--- src/rtl/cargador_bloque.sv ---
// Header loader and search sequencer for the proof-of-work unit.
// Collects NUM_BYTES header bytes over a valid/ready port, starts the search
// unit, bounds the search with a cycle timeout, and holds the result on a
// valid/ack port until the consumer takes it.
module cargador_bloque #(
  parameter int NUM_BYTES      = 12,
  parameter int CNT_W          = 24,
  parameter int TIMEOUT_CYCLES = 1000000
) (
  input  logic                   clk,
  input  logic                   reset,
  input  logic [7:0]             byte_in,
  input  logic                   byte_valid,
  output logic                   byte_ready,
  input  logic [7:0]             target_in,
  output logic [8*NUM_BYTES-1:0] bloque_bytes,
  output logic [7:0]             target,
  output logic                   inicio,
  input  logic                   terminado,
  input  logic [23:0]            hash,
  output logic                   res_valid,
  output logic [23:0]            res_hash,
  output logic [CNT_W-1:0]       res_ciclos,
  output logic                   res_timeout,
  input  logic                   res_ack
);

  // state     | meaning
  // CARGA     | accepting header bytes, byte_ready high
  // ARRANQUE  | one cycle: inicio raised, search pipeline filling, terminado ignored
  // BUSCA     | search running, cycle counter advancing, watching terminado/timeout
  // RESULTADO | result held on res_*, waiting for res_ack

  localparam int                BW         = 8 * NUM_BYTES;
  localparam int                BC_W       = $clog2(NUM_BYTES + 1);
  localparam logic [BC_W-1:0]   LAST_BYTE  = BC_W'(NUM_BYTES - 1);
  localparam logic [CNT_W-1:0]  LAST_CYCLE = CNT_W'(TIMEOUT_CYCLES - 1);

  typedef enum logic [1:0] {
    CARGA     = 2'd0,
    ARRANQUE  = 2'd1,
    BUSCA     = 2'd2,
    RESULTADO = 2'd3
  } state_t;

  state_t            state;
  logic [BC_W-1:0]   byte_cnt;
  logic [CNT_W-1:0]  ciclos;

  // Ready is decoded from the state but forced low while reset is held, so
  // the upstream source never sees a ready during reset.
  assign byte_ready = (state == CARGA) && !reset;

  // Sequencer: state, header assembly, search cycle counter and result capture.
  always_ff @(posedge clk or posedge reset) begin
    if (reset) begin
      state        <= CARGA;
      byte_cnt     <= '0;
      ciclos       <= '0;
      bloque_bytes <= '0;
      target       <= '0;
      inicio       <= 1'b0;
      res_valid    <= 1'b0;
      res_hash     <= '0;
      res_ciclos   <= '0;
      res_timeout  <= 1'b0;
    end else begin
      case (state)
        CARGA: begin
          // byte_ready is high throughout CARGA, so a handshake is byte_valid.
          if (byte_valid) begin
            bloque_bytes <= {bloque_bytes[BW-9:0], byte_in};
            if (byte_cnt == LAST_BYTE) begin
              target   <= target_in;
              byte_cnt <= '0;
              inicio   <= 1'b1;
              state    <= ARRANQUE;
            end else begin
              byte_cnt <= byte_cnt + BC_W'(1);
            end
          end
        end

        ARRANQUE: begin
          ciclos <= '0;
          state  <= BUSCA;
        end

        BUSCA: begin
          // A hit on the last allowed cycle is reported as a hit, not a timeout.
          if (terminado) begin
            res_hash    <= hash;
            res_ciclos  <= ciclos;
            res_timeout <= 1'b0;
            res_valid   <= 1'b1;
            inicio      <= 1'b0;
            state       <= RESULTADO;
          end else if (ciclos == LAST_CYCLE) begin
            res_hash    <= hash;
            res_ciclos  <= ciclos;
            res_timeout <= 1'b1;
            res_valid   <= 1'b1;
            inicio      <= 1'b0;
            state       <= RESULTADO;
          end else begin
            ciclos <= ciclos + CNT_W'(1);
          end
        end

        RESULTADO: begin
          if (res_ack) begin
            res_valid <= 1'b0;
            state     <= CARGA;
          end
        end

        default: begin
          state <= CARGA;
        end
      endcase
    end
  end

endmodule

--- config.mk ---
export PLATFORM = sky130hd
export DESIGN_NAME = cargador_bloque
export DESIGN_NICKNAME = d
export VERILOG_FILES = /design/src/rtl/cargador_bloque.sv
export SDC_FILE = /design/constraint.sdc
export NUM_CORES = 1
export LEC_CHECK = 0
export BUFFER_PORTS_ARGS = -buffer_cell sky130_fd_sc_hd__buf_2
export CAP_MARGIN = 10
export CORE_UTILIZATION = 40
export CTS_BUF_LIST = sky130_fd_sc_hd__clkbuf_16
export DETAILED_ROUTE_END_ITERATION = 7
export MAX_ROUTING_LAYER = met4
export SLEW_MARGIN = 20
export SYNTH_ARGS = -nofsm -noshare
export SYNTH_HDL_FRONTEND = slang
export SYNTH_SLANG_ARGS = --single-unit
--- constraint.sdc ---
create_clock -name clk -period 14.5 [get_ports clk]
set_input_delay 2.175 -clock clk [delete_from_list [all_inputs] [get_ports clk]]
set_output_delay 2.175 -clock clk [all_outputs]
set_load 0.01 [all_outputs]
==> impl_metrics.json, run 1 <==
{
  "skew_ps": 9.98,
  "p_comb_share_pct": 32.7,
  "die_h_um": 140,
  "seq_area_frac_synth_pct": 60.8,
  "synth_area_leaders": "dfrtp_1, mux2_2, mux2_4, nand2_1, ha_1",
  "path_cells": "buf_2 > nor2b_1 > buf_2",
  "syn-cell-area_um2": 7610,
  "cp_top_family": "buffers and inverters",
  "arrival_ps": 2550,
  "grt_max_degree": 104,
  "firstDrtPassIters": 4,
  "cts_setup_buffers": 0,
  "pin_count": 201,
  "period_share_pct": 32.6,
  "synthCells": 514,
  "syn-num-nets": 566,
  "drcViolationCount": 0,
  "grt_pass1_wl_um": 26600,
  "dp_hpwl_um": 10900,
  "hold_slack_ps": 502,
  "internal_power_w": 0.00126,
  "worstRegToRegCells": 5,
  "hold_end": "target[0]$_DFFE_PP0P_",
  "finalHoldViolations": 0,
  "ys_seq_elements": 185,
  "reg2reg_slack_ps": 11770,
  "row_count": 50,
  "yosysUniqueCellTypes": 43,
  "p_per_area_nw_per_um2": 201,
  "worst_skew_pair.late_latency_ps": 430,
  "rsz0062_at_grt": "no",
  "drv_slew": 0,
  "grt_antenna_before_repair": 0,
  "portBuffers": 200,
  "initial_core_util_pct": 40.7,
  "drt.antenna.violating_nets": 0,
  "cp-start-kind": "primary input",
  "netlist.area_leader.share_pct": 60.8,
  "viasPerCell": 5.03,
  "synth_edf_count": 0,
  "avgRoutedWirePerCell_um": 16.8,
  "hp-start": "target[0]$_DFFE_PP0P_",
  "r2r-start": "state[0]$_DFFE_PP0P_",
  "cts_tree": "built",
  "cts_sinks": 185,
  "synth.avg_cell_area_um2": 14.8,
  "p_total_w": 0.00189,
  "slew-limit-headroom_pct": 34.3,
  "cts_root_buf": "clkbuf_16",
  "area_growth_pct": 23.6,
  "die_x_um": 140,
  "nets": 762,
  "end_kind": "primary output",
  "yosys_warnings": 0,
  "grt_overflow": 0,
  "reg2reg_to": "target[2]$_DFFE_PP0P_",
  "nFillCells": 1611,
  "finalSetupTns_ps": 0,
  "ir_drop_uv": 90.1,
  "routabilityCongestion": 0.797,
  "p_leak_nw": 4.96,
  "htreeDepth": 4,
  "cpPeakStageDelay_ps": 140,
  "grt_usage_pct": 18.0,
  "maxCapViolCount": 0,
  "drtIter0Drc": 253,
  "drive_above_1_share_pct": 54.4,
  "numCtsBuffers": 17,
  "die-area_um2": 19600,
  "critPathRequiredTime_ps": 12320,
  "cp_common_cell": "buf_2",
  "diodes": 0,
  "crit_type": "primary input to primary output",
  "yosysTopAreaCell": "dfrtp_1",
  "setup_viol": 0,
  "layout_min_cycle_time_ps": 4720,
  "ys.flop_type": "dfrtp_1",
  "clk_pin_slew_ps": 70,
  "vias": 4810,
  "fp.coreArea_um2": 18700,
  "slowest_stage": "buf_2",
  "seqPwrFrac_pct": 42.2,
  "power_frac_clock_pct": 25.1,
  "synthArstFlopShare_pct": 100,
  "min_path_type": "flip-flop to flip-flop",
  "worst-path-max-fanout": 2,
  "cts_buffer_depth": 2,
  "worst-slew-pin-transition_ps": 985,
  "switchingPower_w": 0.000626,
  "worstHoldPathCells": 1,
  "switching_share_pct": 33.2,
  "wl_um": 16000,
  "postCtsHoldBufs": 0,
  "ctsResizeCount": 0,
  "fmax_mhz": 212,
  "grt_pass1_vias": 4951,
  "status": "complete, no violations",
  "worst-path-buf-inv": 2
}
## layer usage
metal / global-route usage [%] / share of wire [%] / up-vias / wire, um
met5: - / 0 / - / 0
met4: 7.52 / 2.2 / 0 / 359
met3: 4.00 / 4.4 / 23 / 710
met2: 27.7 / 48 / 151 / 7680
met1: 22.9 / 45 / 2391 / 7290
li1: - / - / 2245 / -
## stage by stage
step / area (um2) / util [%] / worst slack (ps) / cells
after floorplan: 7610 / - / 7300 / 514
after global placement: 8800 / 47.0 / 9780 / 925
after detailed placement: 8800 / 47.0 / 9770 / 925
after CTS: 9410 / 50.3 / 9770 / 957
after global routing: 9410 / 50.3 / 9760 / 957
final: 9410 / 50.3 / 9780 / 957
## synth_stat cells (2+ instances only)
master / instances
dfrtp_1: 185
mux2_2: 106
mux2_4: 47
nand2_1: 27
clkbuf_1: 14
nand3_1: 14
inv_1: 9
nor2_1: 8
o21ai_0: 8
ha_1: 7
mux2i_1: 7
o211ai_1: 7
o31ai_1: 7
buf_6: 6
nand2b_1: 6
nand4_1: 6
a21oi_1: 5
o21ai_1: 5
nor3_1: 4
a22oi_1: 3
buf_2: 3
nor4_1: 3
a21o_1: 2
a31oi_1: 2
nor2b_1: 2
nor3_2: 2
o311ai_1: 2
o41ai_1: 2
## flip-flops by register name, indices dropped and copies added (netlist names), 2 cells and up
name / count
state: 2
byte_cnt: 4
res_ciclos: 24
ciclos: 24
target: 8
bloque_bytes: 96
res_hash: 24
## logic make-up after synthesis
kind of cell	after synthesis	synth area share, %
DFF	185	60.8
AOI/OAI and AO/OA	48	4.24
muxes	161	26.0
buffers and inverters	33	2.27
adders and majority gates	7	1.15
and+or+nand+nor	80	5.52
## cell type report
| class | count | area (um2) | share of cell area (%) |
|---|---|---|---|
| inverter | 9 | 41.3 | 0.439 |
| tap | 234 | 293 | 3.11 |
| sequential | 185 | 4630 | 49.2 |
| clock inverter | 15 | 180 | 1.91 |
| clock buffer | 17 | 425 | 4.52 |
| timing repair buffer | 201 | 1010 | 10.8 |
| multi-input combinational | 296 | 2830 | 30.1 |
## cell usage in the layout (no fill, tap or decap), types with 3 or more instances in the layout
master,count
mux2_4,47
o21ai_1,5
nor2_1,8
ha_1,7
nand2_1,26
o21ai_0,8
inv_8,3
nor4_1,3
o31ai_1,7
nor3_1,4
o211ai_1,7
inv_1,8
buf_2,200
clkinv_4,3
mux2_2,106
nand3_1,14
inv_6,5
nand2b_1,5
dfrtp_1,185
clkbuf_16,17
a22oi_1,3
a21oi_1,5
nand4_1,6
mux2i_1,7
## worst max-delay path by stage
stage / startpoint / end / slack, ps / cells after the start
2_1_floorplan: reset / bloque_bytes[0]$_DFFE_PP0P_ / 7300 / 1
3_3_place_gp: reset / byte_ready / 9780 / 3
3_5_place_dp: reset / byte_ready / 9770 / 3
4_1_cts: reset / byte_ready / 9770 / 3
5_1_grt: reset / byte_ready / 9760 / 3
6_report: reset / byte_ready / 9780 / 3
## power groups by stage
stage	clock [W]	sequential, W	combinational [W]
6_report	0.000473	0.000796	0.000618
4_1_cts	0.000488	0.000797	0.000630
3_5_place_dp	0	0.000805	0.000627
5_1_grt	0.000509	0.000820	0.000672
3_3_place_gp	0	0.000795	0.000610
2_1_floorplan	0	0.000858	0.000326
Note: power is estimated with default switching activity, not from simulation.
==> run 2: changes to the inputs <==
--- a/config.mk
+++ b/config.mk
@@ -5,12 +5,14 @@
 export SDC_FILE = /design/constraint.sdc
 export NUM_CORES = 1
 export LEC_CHECK = 0
+export ABC_AREA = 1
 export BUFFER_PORTS_ARGS = -buffer_cell sky130_fd_sc_hd__buf_2
 export CAP_MARGIN = 10
 export CORE_UTILIZATION = 40
 export CTS_BUF_LIST = sky130_fd_sc_hd__clkbuf_16
 export DETAILED_ROUTE_END_ITERATION = 7
 export MAX_ROUTING_LAYER = met4
+export PLACE_DENSITY = 0.65
 export SLEW_MARGIN = 20
 export SYNTH_ARGS = -nofsm -noshare
 export SYNTH_HDL_FRONTEND = slang
==> constraint.sdc (replaced) <==
create_clock -name clk -period 3.8 [get_ports clk]
set_input_delay 0.57 -clock clk [delete_from_list [all_inputs] [get_ports clk]]
set_output_delay 0.57 -clock clk [all_outputs]
set_load 0.01 [all_outputs]
==> impl_metrics.json, run 2 <==
{
  "status": "complete, no violations",
  "dp_hpwl_um": 13300,
  "cts_setup_buffers": 0,
  "rsz0062_at_grt": "no",
  "grt_pass1_wl_um": 30300,
  "syn-num-nets": 967,
  "worstRegToRegCells": 7,
  "htreeDepth": 4,
  "synth.avg_cell_area_um2": 8.57,
  "end_kind": "flip-flop",
  "synthCells": 915,
  "fmax_mhz": 427,
  "drtIter0Drc": 377,
  "clk_pin_slew_ps": 70,
  "drv_slew": 0,
  "cts_tree": "built",
  "synth_common_cells": "nand2_1, dfrtp_1, o21ai_0, inv_1, nand3_1",
  "ctsResizeCount": 0,
  "finalSetupTns_ps": 0,
  "crit_type": "flip-flop to flip-flop",
  "seq_area_frac_synth_pct": 59.1,
  "arrival_ps": 2620,
  "cp_common_cell": "nand3_1",
  "muxShareOfSynthArea_pct": 0,
  "post_dp_cell_area_um2": 9070,
  "worst-path-stages": 7,
  "ys.flop_type": "dfrtp_1",
  "cts_root_buf": "clkbuf_16",
  "firstDrtPassIters": 5,
  "die_x_um": 142,
  "row_count": 50,
  "critPathRequiredTime_ps": 4080,
  "final_core_util_pct": 51.0,
  "largest_register_ffs": 96,
  "numCtsBuffers": 17,
  "p_per_area_nw_per_um2": 745,
  "grt_pass1_vias": 6057,
  "ir_drop_uv": 358,
  "setup_ws_ps": 1460,
  "synthAdderAreaFrac_pct": 1.12,
  "area_growth_pct": 23.3,
  "synth_area_leaders": "dfrtp_1, nand2_1, o21ai_0, nand3_1, inv_1",
  "slew-limit-headroom_pct": 45.4,
  "r2r-start": "ciclos[0]$_DFFE_PP0P_",
  "die-area_um2": 20200,
  "regArea_um2": 4630,
  "ys_seq_elements": 185,
  "pre_cts_slack_ps": 1520,
  "cpPeakStageDelay_ps": 540,
  "drt.antenna.violating_nets": 0,
  "synth-simple-area-share_pct": 23.2,
  "post-synth-top-count-cell": "nand2_1",
  "multi_input_area_um2": 2690,
  "portBuffers": 200,
  "reg2reg_slack_ps": 1460,
  "netlist.area_leader.share_pct": 59.1,
  "viasPerCell": 4.77,
  "grt_overflow": 0,
  "synthArstFlopShare_pct": 100,
  "max_flop_register": "bloque_bytes",
  "synth_xor_area_share_pct": 1.45,
  "cp-start-kind": "flip-flop",
  "wl_um": 18900,
  "yosysTopAreaCell": "dfrtp_1",
  "period_share_pct": 61.6,
  "yosysUniqueCellTypes": 25,
  "cts_sinks": 185,
  "cp_top_family": "simple AND/OR/NAND/NOR gates",
  "yosys_warnings": 0,
  "worst_skew_pair.late_latency_ps": 420,
  "min_path_type": "primary input to asynchronous set/reset pin",
  "startpoint": "ciclos[0]$_DFFE_PP0P_",
  "final_common_cell": "nand2_1",
  "endpoint": "ciclos[7]$_DFFE_PP0P_",
  "slowest_stage": "nand2_2",
  "finish.instance_area_um2": 9660,
  "hold_slack_ps": 145,
  "setup_viol": 0,
  "pin_count": 201,
  "avgRoutedWirePerCell_um": 13.7,
  "vias": 6563,
  "synth_top_family_by_area": "simple AND/OR/NAND/NOR gates",
  "grt_antenna_before_repair": 0,
  "worst-path-max-fanout": 25,
  "maxCapViolCount": 0,
  "p_leak_nw": 5.07,
  "worst-path-buf-inv": 0,
  "synth_compound_area_share_pct": 8.46,
  "drcViolationCount": 0,
  "layout_min_cycle_time_ps": 2340,
  "reg2reg_to": "ciclos[7]$_DFFE_PP0P_",
  "mostFrequentLayoutCells": "nand2_1, buf_2, dfrtp_1",
  "worst-slew-pin-transition_ps": 819,
  "nets": 1156,
  "grt_max_degree": 92,
  "drive_above_1_share_pct": 22.8,
  "cts_buffer_depth": 2,
  "postCtsHoldBufs": 0,
  "syn-cell-area_um2": 7840,
  "synth_edf_count": 0,
  "path_cells": "ha_1 > nand3_1 > nor2_1 > nand3_1 > nand3_2 > nand2_2 > o21ai_0",
  "fp.coreArea_um2": 19000,
  "die_h_um": 142,
  "routabilityCongestion": 0.926,
  "initial_core_util_pct": 41.3,
  "nFillCells": 1827,
  "skew_ps": 12.2,
  "diodes": 0,
  "finalHoldViolations": 0,
  "grt_usage_pct": 19.6
}
[run 2: changes by cell type after synthesis, moves of 12 or more]
cell     before  now
nand2_1      27  311
o21ai_0       8  117
mux2_2      106    0
inv_1         9   79
nand3_1      14   68
nor2_1        8   56
mux2_4       47    0
buf_2         3   15
xor2_1        0   12
[run 2: power breakdown]
part           leakage, nW  internal (W)  switching, W
registers             2.45       0.00263      0.000424
logic                 2.33      0.000838       0.00151
clock network        0.287       0.00104      0.000766
total                 5.07       0.00450       0.00270
[run 2: area by class of cell]
cell class	count	area share [%]
tap	260	3.37
timing repair buffer	214	11.4
clock inverter	14	1.75
clock buffer	17	4.40
inverter	83	3.26
sequential	185	47.9
multi-input combinational	603	27.8
[run 2: cells by family after synthesis]
kind of cell | count (synthesis)
DFF | 185
and+or+nand+nor | 451
AOI/OAI and AO/OA | 132
xor gates and xnor gates | 13
adders and majority gates | 7
buffers and inverters | 127
[run 2: metrics by stage]
stage | cells | total power (W)
final | 1376 | 0.00720
after global routing | 1376 | 0.00772
after CTS | 1376 | 0.00729
after detailed placement | 1345 | 0.00546
after global placement | 1345 | 0.00541
after floorplan | 915 | 0.00442
[run 2: per-layer routing]
layer | vias to the layer above | part of all wire [%] | global-route usage (%)
met1 | 3047 | 47 | 26.2
met4 | 0 | 1.4 | 5.94
met3 | 21 | 7.5 | 5.11
li1 | 3253 | - | -
met5 | - | 0 | -
met2 | 242 | 44 | 29.3
[run 2: how the worst min path moves through the flow]
stage,from,end,slack [ps],cells after the start
final,reset,res_ciclos[11]$_DFFE_PP0P_,150,2
after detailed placement,res_hash[6]$_DFFE_PP0P_,res_hash[6]$_DFFE_PP0P_,450,2
after floorplan,byte_cnt[3]$_DFFE_PP0P_,byte_cnt[3]$_DFFE_PP0P_,460,1
after global placement,res_hash[6]$_DFFE_PP0P_,res_hash[6]$_DFFE_PP0P_,450,2
after CTS,reset,res_ciclos[12]$_DFFE_PP0P_,140,2
after global routing,reset,res_ciclos[11]$_DFFE_PP0P_,160,2
==> run 3: changes to the inputs <==
--- a/config.mk
+++ b/config.mk
@@ -12,7 +12,6 @@
 export CTS_BUF_LIST = sky130_fd_sc_hd__clkbuf_16
 export DETAILED_ROUTE_END_ITERATION = 7
 export MAX_ROUTING_LAYER = met4
-export PLACE_DENSITY = 0.65
 export SLEW_MARGIN = 20
 export SYNTH_ARGS = -nofsm -noshare
 export SYNTH_HDL_FRONTEND = slang
==> constraint.sdc (replaced) <==
create_clock -name clk -period 2.3 [get_ports clk]
set_input_delay 0.345 -clock clk [delete_from_list [all_inputs] [get_ports clk]]
set_output_delay 0.345 -clock clk [all_outputs]
set_load 0.01 [all_outputs]
==> impl_metrics.json, run 3 (synthesized netlist as in run 2, its figures left out) <==
{
  "status": "complete, no violations",
  "min_path_type": "primary input to asynchronous set/reset pin",
  "period_share_pct": 84.0,
  "max_flop_register": "bloque_bytes",
  "initial_core_util_pct": 41.3,
  "p_per_area_nw_per_um2": 1210,
  "cts_sinks": 185,
  "mostFrequentLayoutCells": "nand2_1, buf_2, dfrtp_1",
  "final_cells": 1378,
  "worst_skew_pair.late_latency_ps": 420,
  "worst-slew-pin-transition_ps": 577,
  "die-area_um2": 20200,
  "startpoint": "ciclos[0]$_DFFE_PP0P_",
  "dpl.cell_count": 1345,
  "largest_register_ffs": 96,
  "numCtsBuffers": 17,
  "grt_overflow": 0,
  "row_count": 50,
  "avgRoutedWirePerCell_um": 14.0,
  "grt_antenna_before_repair": 1,
  "nets": 1156,
  "cts_tree": "built",
  "die_h_um": 142,
  "drcViolationCount": 0,
  "drive_above_1_share_pct": 22.9,
  "firstDrtPassIters": 5,
  "cts_setup_buffers": 0,
  "portBuffers": 200,
  "dp_hpwl_um": 13300,
  "cts_root_buf": "clkbuf_16",
  "final_common_cell": "nand2_1",
  "worst-path-max-fanout": 25,
  "finish.instance_area_um2": 9670,
  "drv_slew": 0,
  "layout_min_cycle_time_ps": 1930,
  "pin_count": 201,
  "drtIter0Drc": 423,
  "wl_um": 19300,
  "rsz0062_at_grt": "no",
  "routabilityCongestion": 0.930,
  "setup_viol": 0,
  "drt.antenna.violating_nets": 0,
  "die_x_um": 142,
  "end_kind": "flip-flop",
  "htreeDepth": 4,
  "cp-start-kind": "flip-flop",
  "cts_buffer_depth": 2,
  "fp.coreArea_um2": 19000,
  "crit_type": "flip-flop to flip-flop",
  "finalHoldViolations": 0,
  "r2r-start": "ciclos[0]$_DFFE_PP0P_",
  "arrival_ps": 2230,
  "ir_drop_uv": 576,
  "area_growth_pct": 23.4,
  "grt_pass1_wl_um": 31700,
  "grt_pass1_vias": 6123,
  "fmax_mhz": 518,
  "maxCapViolCount": 0,
  "grt_max_degree": 101,
  "skew_ps": 11.3,
  "post_dp_cell_area_um2": 9120,
  "grt_usage_pct": 20.6,
  "vias": 6521,
  "clk_pin_slew_ps": 70,
  "slew-limit-headroom_pct": 61.6,
  "critPathRequiredTime_ps": 2600,
  "p_leak_nw": 5.08,
  "viasPerCell": 4.73
}
## run 3: cell count changes in the layout (fill, tap and decap cells not counted), moves of 3 or more
| cell | change |
|---|---|
| buf_12 | +4 |
| buf_4 | -5 |
| bufinv_16 | -3 |
| inv_8 | +3 |
## run 3: report_power, final
part / switching [W] / internal (W)
Combinational: 0.00254 / 0.00142
Clock: 0.00133 / 0.00141
Sequential: 0.000679 / 0.00434
## run 3: path summary, 6_finish.rpt
path,end,slack [ps],cells after the start
worst max-delay path,ciclos[8]$_DFFE_PP0P_,370,8
max in group asynchronous,bloque_bytes[56]$_DFFE_PP0P_,1730,3
min in group clk,target[6]$_DFFE_PP0P_,120,3
worst min register to register,res_hash[1]$_DFFE_PP0P_,470,2
worst max register to register,ciclos[8]$_DFFE_PP0P_,370,8
worst min-delay path,res_hash[0]$_DFFE_PP0P_,70,3
## run 3: per-layer routing
layer  wire [um]  share of wire [%]  global-route usage (%)  up-vias
met5           0                  0                       -        -
met4         146               0.76                    4.41        0
met3        1470                7.6                    6.49       13
met2        8510                 44                    29.6      187
met1        9210                 48                    28.6     3068
li1            -                  -                       -     3253
## run 3: what timing repair did
item                                    4_1_cts  5_1_grt
hold buffers                                  0        0
endpoints found under the setup margin        0       12
gates resized for setup                       0        2
## run 3: layout make-up
type,instances,area [um2]
Clock inverter,15,119
Timing Repair Buffer,214,1160
Sequential cell,185,4630
Inverter,83,315
Multi-Input combinational cell,603,2700
Clock buffer,17,425
Antenna cell,1,2.50
Fill cell,1899,9280
Tap cell,260,325
## run 3: worst max-delay path: stages, from the launching register on
cell     delay (ps)
dfrtp_1         410
ha_1            300
nand3_1         160
nor2_1          150
nand3_1         140
nand3_2         230
nand2_4         220
nand2_1         110
o21ai_0          80
## run 3: stage by stage
step | utilization, % | hold WS, ps | total power [W] | setup TNS [ps] | setup WS (ps)
6_report | 51.0 | 70.7 | 0.0117 | 0 | 368
5_1_grt | 51.0 | 102 | 0.0126 | 0 | 124
4_1_cts | 51.0 | 101 | 0.0119 | 0 | 214
3_5_place_dp | 48.1 | 454 | 0.00908 | 0 | 225
3_3_place_gp | 48.1 | 448 | 0.00899 | 0 | 310
2_1_floorplan | - | 457 | 0.00731 | -78350 | -424
